### src/rtl/mem_lsu.sv
// Load/store unit: one byte/half/word access at a time to a byte-enabled, negedge-sampled word memory.
// Optional build macro MEM_LSU_ALIGN_CHECK_EN rejects misaligned half/word and reserved-size requests.
module mem_lsu #(
    parameter int MEM_ADDR_WIDTH = 10,
    parameter int DATA_WIDTH     = 32
) (
    input  logic                      clk,
    input  logic                      rst,
    input  logic                      req_valid,
    output logic                      req_ready,
    input  logic                      req_we,
    input  logic [1:0]                req_size,
    input  logic                      req_unsigned,
    input  logic [MEM_ADDR_WIDTH+1:0] req_addr,
    input  logic [DATA_WIDTH-1:0]     req_wdata,
    output logic                      rsp_valid,
    input  logic                      rsp_ready,
    output logic [DATA_WIDTH-1:0]     rsp_rdata,
    output logic                      rsp_err,
    output logic                      mem_en,
    output logic [3:0]                mem_we,
    output logic [MEM_ADDR_WIDTH-1:0] mem_addr,
    output logic [DATA_WIDTH-1:0]     mem_din,
    input  logic [DATA_WIDTH-1:0]     mem_dout
);
    localparam logic [1:0] ST_IDLE   = 2'd0;
    localparam logic [1:0] ST_ACCESS = 2'd1;
    localparam logic [1:0] ST_RESP   = 2'd2;
    localparam logic [1:0] SZ_BYTE   = 2'd0;
    localparam logic [1:0] SZ_HALF   = 2'd1;

    logic [1:0]            state_r;
    logic [1:0]            off_r;
    logic [1:0]            size_r;
    logic                  unsigned_r;
    logic                  we_r;
    logic                  accept_s;
    logic                  err_s;
    logic [3:0]            lane_we_s;
    logic [DATA_WIDTH-1:0] lane_din_s;
    logic [DATA_WIDTH-1:0] load_data_s;
    logic [7:0]            byte_s;
    logic [15:0]           half_s;

    assign req_ready = (state_r == ST_IDLE);
    assign accept_s  = req_valid && req_ready;

    // Request rejection decode (never rejects without the alignment check)
    always_comb begin
        err_s = 1'b0;
`ifdef MEM_LSU_ALIGN_CHECK_EN
        case (req_size)
            SZ_BYTE: err_s = 1'b0;
            SZ_HALF: err_s = req_addr[0];
            2'd2:    err_s = (req_addr[1:0] != 2'b00);
            default: err_s = 1'b1;
        endcase
`else
        err_s = 1'b0;
`endif
    end

    // Byte-lane strobes and replicated write data; half/word force-align on the low address bits
    always_comb begin
        lane_we_s  = 4'b0000;
        lane_din_s = req_wdata;
        case (req_size)
            SZ_BYTE: begin
                lane_we_s  = 4'b0001 << req_addr[1:0];
                lane_din_s = {4{req_wdata[7:0]}};
            end
            SZ_HALF: begin
                lane_we_s  = 4'b0011 << {req_addr[1], 1'b0};
                lane_din_s = {2{req_wdata[15:0]}};
            end
            default: begin
                lane_we_s  = 4'b1111;
                lane_din_s = req_wdata;
            end
        endcase
        if (!req_we) begin
            lane_we_s = 4'b0000;
        end else begin
            lane_we_s = lane_we_s;
        end
    end

    // Lane extraction and sign/zero extension of the registered read word
    always_comb begin
        byte_s      = mem_dout[{off_r, 3'b000} +: 8];
        half_s      = off_r[1] ? mem_dout[31:16] : mem_dout[15:0];
        load_data_s = 32'h0000_0000;
        if (we_r) begin
            load_data_s = 32'h0000_0000;
        end else begin
            case (size_r)
                SZ_BYTE: load_data_s = unsigned_r ? {24'h00_0000, byte_s} : {{24{byte_s[7]}}, byte_s};
                SZ_HALF: load_data_s = unsigned_r ? {16'h0000, half_s} : {{16{half_s[15]}}, half_s};
                default: load_data_s = mem_dout;
            endcase
        end
    end

    // Control FSM with registered memory-side and response-side outputs
    always_ff @(posedge clk or posedge rst) begin
        if (rst) begin
            state_r    <= ST_IDLE;
            off_r      <= 2'b00;
            size_r     <= 2'b00;
            unsigned_r <= 1'b0;
            we_r       <= 1'b0;
            rsp_valid  <= 1'b0;
            rsp_rdata  <= 32'h0000_0000;
            rsp_err    <= 1'b0;
            mem_en     <= 1'b0;
            mem_we     <= 4'b0000;
            mem_addr   <= {MEM_ADDR_WIDTH{1'b0}};
            mem_din    <= 32'h0000_0000;
        end else begin
            case (state_r)
                ST_IDLE: begin
                    if (accept_s) begin
                        off_r      <= req_addr[1:0];
                        size_r     <= req_size;
                        unsigned_r <= req_unsigned;
                        we_r       <= req_we;
                        if (err_s) begin
                            state_r   <= ST_RESP;
                            rsp_valid <= 1'b1;
                            rsp_err   <= 1'b1;
                            rsp_rdata <= 32'h0000_0000;
                        end else begin
                            state_r  <= ST_ACCESS;
                            mem_en   <= 1'b1;
                            mem_we   <= lane_we_s;
                            mem_addr <= req_addr[MEM_ADDR_WIDTH+1:2];
                            mem_din  <= lane_din_s;
                        end
                    end
                end
                ST_ACCESS: begin
                    mem_en    <= 1'b0;
                    mem_we    <= 4'b0000;
                    rsp_valid <= 1'b1;
                    rsp_err   <= 1'b0;
                    rsp_rdata <= load_data_s;
                    state_r   <= ST_RESP;
                end
                ST_RESP: begin
                    if (rsp_ready) begin
                        rsp_valid <= 1'b0;
                        state_r   <= ST_IDLE;
                    end
                end
                default: state_r <= ST_IDLE;
            endcase
        end
    end
endmodule

### config.mk
export PLATFORM = sky130hd
export DESIGN_NAME = mem_lsu
export DESIGN_NICKNAME = d
export VERILOG_FILES = /design/src/rtl/mem_lsu.sv
export SDC_FILE = /design/constraint.sdc
export NUM_CORES = 1
export LEC_CHECK = 0
export BUFFER_PORTS_ARGS = -buffer_cell sky130_fd_sc_hd__buf_2
export CAP_MARGIN = 20
export CORE_ASPECT_RATIO = 1.75
export CORE_MARGIN = 8
export CORE_UTILIZATION = 40
export CTS_CLUSTER_DIAMETER = 100
export DETAILED_ROUTE_END_ITERATION = 10
export PLACE_DENSITY_LB_ADDON = 0.1
export SYNTH_ARGS = -nofsm -noshare
export SYNTH_HDL_FRONTEND = slang
export SYNTH_SLANG_ARGS = --single-unit
### constraint.sdc
create_clock -name clk -period 3.7 [get_ports clk]
set_input_delay 0.74 -clock clk [delete_from_list [all_inputs] [get_ports clk]]
set_output_delay 0.74 -clock clk [all_outputs]
set_load 0.01 [all_outputs]
After elaboration in Yosys (flattened, before gate mapping)
Cells that the tools add are included.
{"block": "word_totals", "register_bits": 88, "latch_bits": 0, "ramBits": 0, "mem_bits_ro": 0, "in_bits": 84, "out_inout_bits": 82, "mem_count": 0}
{"block": "op_classes", "addsub": 0, "n_mul": 0, "div_mod_pow": 0, "n_lt_le_gt_ge": 0, "n_eq_ne": 6, "n_shift": 3, "mux": 17, "bitwise": 0, "reduce_logical": 10}
{"operator": "$pmux 32 s2", "count": 2}
{"operator": "$mux 32", "count": 3}
{"operator": "$shiftx 32x6->8", "count": 1}
{"operator": "$mux 16", "count": 1}
{"operator": "$pmux 4 s2", "count": 2}
{"operator": "$mux 4", "count": 2}
{"operator": "$reduce_and 2->1", "count": 4}
{"operator": "$eq 2x1->1 const B", "count": 3}
{"operator": "$logic_not 2->1", "count": 3}
{"operator": "$pmux 2 s3", "count": 1}
{"operator": "$mux 2", "count": 2}
{"operator": "$pmux 1 s2", "count": 2}
{"operator": "$reduce_bool 2->1", "count": 2}
{"operator": "$shl 1x2->4 const A", "count": 1}
{"operator": "$shl 2x2->4 const A", "count": 1}
{"operator": "$eq 2x2->1 const B", "count": 1}
{"operator": "$mux 1", "count": 2}
{"operator": "$ne 2x1->1 const B", "count": 1}
{"operator": "$ne 2x2->1 const B", "count": 1}
{"operator": "$logic_and 1x1->1", "count": 1}

Logic depth before layout (Yosys ltp)
{"block": "depth", "ltp_word": 5, "depth_mapped": 7, "mapped_depth_nobuf": 5}

Least setup slack after synthesis
OpenSTA, ideal clock, no wires.
{"block": "synth_timing", "path_kind": "input -> register", "startpoint": "input port mem_dout[23]", "endpoint": "register rsp_rdata[16]", "setup_time_ns": 0.066, "arrival_time_ns": 1.961, "required_time_ns": 3.634, "setup_slack_ns": 1.673, "path_stages": 5, "path_cell_list": "mux2i_1 or4_4 a2111oi_4 buf_6 a221o_1"}
{"block": "synth_via", "elab_chain_len": 4}
{"item": "from (decl)", "line": "24", "text": "input logic [DATA_WIDTH-1:0] mem_dout"}
{"item": "$shiftx 32x6->8", "line": "90", "text": "byte_s = mem_dout[{off_r, 3'b000} +: 8];"}
{"item": "$mux 32", "line": "97", "text": "SZ_BYTE: load_data_s = unsigned_r ? {24'h00_0000, byte_s} : {{24{byte_s[7]}}, byte_s};"}
{"item": "$pmux 32 s2", "line": "96", "text": "case (size_r)"}
{"item": "$mux 32", "line": "93", "text": "if (we_r) begin"}
{"item": "to (signal assigned)", "line": "146", "text": "rsp_rdata <= load_data_s;"}
{"item": "to (decl)", "line": "18", "text": "output logic [DATA_WIDTH-1:0] rsp_rdata,"}
Every way passes these cells.
A chain may end at the register's enable or synchronous reset.

Final worst setup path
{"block": "layout_timing", "startpoint": "register off_r[1]", "endpoint": "register rsp_rdata[21]"}
{"block": "layout_via", "elab_chain_len": 4}
{"item": "from (decl)", "line": "33", "text": "logic [1:0] off_r;"}
{"item": "from (signal assigned)", "line": "123", "text": "off_r <= req_addr[1:0];"}
{"item": "$shiftx 32x6->8 or $mux 16 (tied branches)", "line": "90, 91"}
{"item": "$mux 32, on equally long branches", "line": "97, 98"}
{"item": "$pmux 32 s2 *", "line": "96"}
{"item": "$mux 32 *", "line": "93"}
Mark *: on every way between the ends. The rest lies on a longest branch, timed or not.

==> results.py <==
metrics = {
    "status": {
        "outcome": "finished, final reports clean",
    },
    "placement": {
        "place_ws_ns": 1.15,
        "placed_area_um2": 4990,
        "hpwl_um": 9670,
        "gp_congestion": 0.829,
        "portBuffers": 164,
    },
    "sta": {
        "fin_setup_tns_ns": 0,
        "fin_worst_skew_ns": 0.00454,
        "max_freq_mhz": 392,
        "timing.final.crit_share_pct": 68.9,
        "hold_violations": 0,
        "worst_pin_slew_ns": 0.990,
        "period_minus_slack_ns": 2.55,
        "setup_viol": 0,
        "slew_headroom_pct": 33.8,
        "slew_violations": 0,
        "rsz0062_at_grt": "no",
        "setup_slack_ns": 1.15,
    },
    "synth": {
        "synthesis.area_um2": 4090,
        "yosys.area.top_type_share_pct": 53.8,
        "ys.flop_type": "dfrtp_1",
        "synth_area_leaders": "dfrtp_1, nand2_1, mux2i_1",
        "ys_async_sr_fraction_pct": 100,
        "synthesis.nets": 503,
        "synth-seq-cells": 88,
        "synth_area_per_cell_um2": 9.76,
        "synth_top_area_cell": "dfrtp_1",
        "synth_edf_count": 0,
        "synth.distinct_cells": 31,
        "seq_area_frac_synth_pct": 53.8,
        "synthCells": 419,
        "yosys_warnings": 0,
    },
    "setup_path": {
        "path_delay_family": "compound AO/OA/AOI/OAI gates",
        "cp.arrival_ns": 2.82,
        "required_ns": 3.97,
        "crit_path_max_incr_delay_ns": 0.81,
        "critical_path_class": "reg -> reg",
        "cp-start-kind": "register",
        "cp_cell_sequence": "mux2i_1 -> or4_4 -> a2111oi_4 -> a221o_2",
        "path_buf_inv": 0,
        "cp-end-kind": "register",
        "worstPathMaxFanout": 18,
        "critPathSlowestCell": "a2111oi_4",
    },
    "clocking": {
        "root_buffer": "clkbuf_16",
        "clock-sinks": 88,
        "clock_latency_ns": 0.33,
        "cts.repair.resized": 0,
        "cts_max_level": 3,
        "cts_tree": "built",
        "post_cts_buffers": 0,
        "cts.clk_slew.worst_paths_ns": 0.06,
        "cts_buffers": 9,
        "clock_tree.buffer_depth": 2,
        "hold_buffers": 0,
    },
    "detailed_routing": {
        "vias_per_cell": 5.16,
        "drt_wl_total_um": 12500,
        "ant_nets": 0,
        "drc": 0,
        "vias": 3614,
        "drt_iter0_markers": 81,
        "routedWlPerCell_um": 17.9,
        "drt-pass1-iter-count": 4,
    },
    "power": {
        "pwr-share-seq_pct": 38.3,
        "p_switching_mw": 1.66,
        "swShare_pct": 37.8,
        "power_leakage_nw": 2.77,
        "ir_drop_mv": 0.342,
        "power_frac_clock_pct": 23.4,
        "internal_power_mw": 2.73,
        "combPwrFrac_pct": 38.3,
        "pwr_density_cell_nw_per_um2": 826,
    },
    "floorplan": {
        "die_w_um": 92.4,
        "coreArea_um2": 10100,
        "die_area_um2": 13800,
        "rows": 49,
        "die_h_um": 150,
        "initial_core_util_pct": 40.4,
        "num_io_pins": 166,
    },
    "global_routing": {
        "grt_pass1_vias": 3968,
        "grt_overflow": 0,
        "antenna_found_initial": 0,
        "grt_usage_pct": 18.3,
        "grt_pass1_wl_um": 20000,
        "grt_start_max_net_pins": 74,
    },
    "flow_run": {
        "drv_cap": 0,
    },
    "cells_and_area": {
        "drive_above_1_share_pct": 36.1,
        "diodes": 0,
        "layout_common_cells": "buf_2, nand2_1, dfrtp_1",
        "nets": 653,
        "area_growth_syn_to_layout_pct": 30.1,
        "fin_area_um2": 5320,
        "final_common_cell": "buf_2",
    },
    "min_path": {
        "worstHoldPathType": "reg -> reg",
    },
}
==> cells in the mapped netlist (2+ instances only) <==
library cell    n
nor2b_1         3
nand3b_1        2
o21bai_1        2
nand2b_1       14
a221o_1         9
o21ai_0        35
inv_1           5
mux2_2          8
a221o_2         7
mux2i_1        25
nor3b_1         2
a21oi_1        38
buf_1           5
clkbuf_1       21
a221oi_1        3
a22oi_1        20
buf_6           2
nor2_1         16
dfrtp_1        88
nand2_1       103
==> power groups by stage <==
stage	registers, mW	logic, mW	clock network (mW)
after global routing	1.74	1.88	1.10
after CTS	1.68	1.72	1.06
final	1.68	1.68	1.03
after global placement	1.68	1.69	0
after floorplan	1.78	0.925	0
after detailed placement	1.69	1.72	0
==> cells by family (layout without fill, tap and decap cells) <==
group | after synthesis | after routing | synth area share (%)
compound gates | 119 | 119 | 19.2
buf+inv | 35 | 190 | 3.70
flops | 88 | 88 | 53.8
mux | 33 | 33 | 8.32
other cells | 1 | 1 | 0.0917
simple gates | 143 | 143 | 14.8
==> path summary, 6_finish.rpt <==
check                                end  slack, ns         from  cells past startpoint
max                        rsp_rdata[21]       1.15     off_r[1]                      4
min                          mem_addr[8]       0.47  mem_addr[8]                      2
max reg2reg                rsp_rdata[21]       1.15     off_r[1]                      4
min reg2reg                  mem_addr[8]       0.47  mem_addr[8]                      2
max in group asynchronous    mem_addr[2]       2.36          rst                      3
min in group asynchronous         mem_en       0.52          rst                      2
==> stage by stage <==
| step | power [mW] | util (%) | hold slack [ns] | std cells |
|---|---|---|---|---|
| floorplan | 2.70 | - | 0.485 | 419 |
| global placement | 3.37 | 49.3 | 0.454 | 685 |
| detailed placement | 3.42 | 49.3 | 0.457 | 685 |
| CTS | 4.46 | 52.6 | 0.472 | 701 |
| global route | 4.72 | 52.6 | 0.493 | 701 |
| finish | 4.40 | 52.6 | 0.473 | 701 |
==> final cells by class <==
type	instances	area [µm²]
flip-flops and latches	88	2200
fillers	974	4790
multi-input cells	296	1750
clock inverters	6	108
clock buffers	10	229
repair buffers	169	858
well taps	127	159
inverters	5	20.0
==> layer usage <==
layer,part of all wire (%),track usage [%],wire [µm],vias up
met2,52,32.5,6480,132
met1,38,18.8,4750,1695
met4,3.2,9.08,399,0
li1,-,-,-,1760
met3,7.2,5.83,904,27
met5,0,0,0,-
==> state kept, by name (all words and copies together) (netlist names), 2 cells and up <==
register / flops
mem_din: 32
off_r: 2
rsp_rdata: 32
size_r: 2
state_r: 2
mem_addr: 10
mem_we: 4
==> worst register-to-register path, stage by stage (launching register included) <==
cell	delay, ns
dfrtp_1	0.77
mux2i_1	0.21
or4_4	0.47
a2111oi_4	0.81
a221o_2	0.23
No activity file was read; power rests on OpenSTA's default activity.
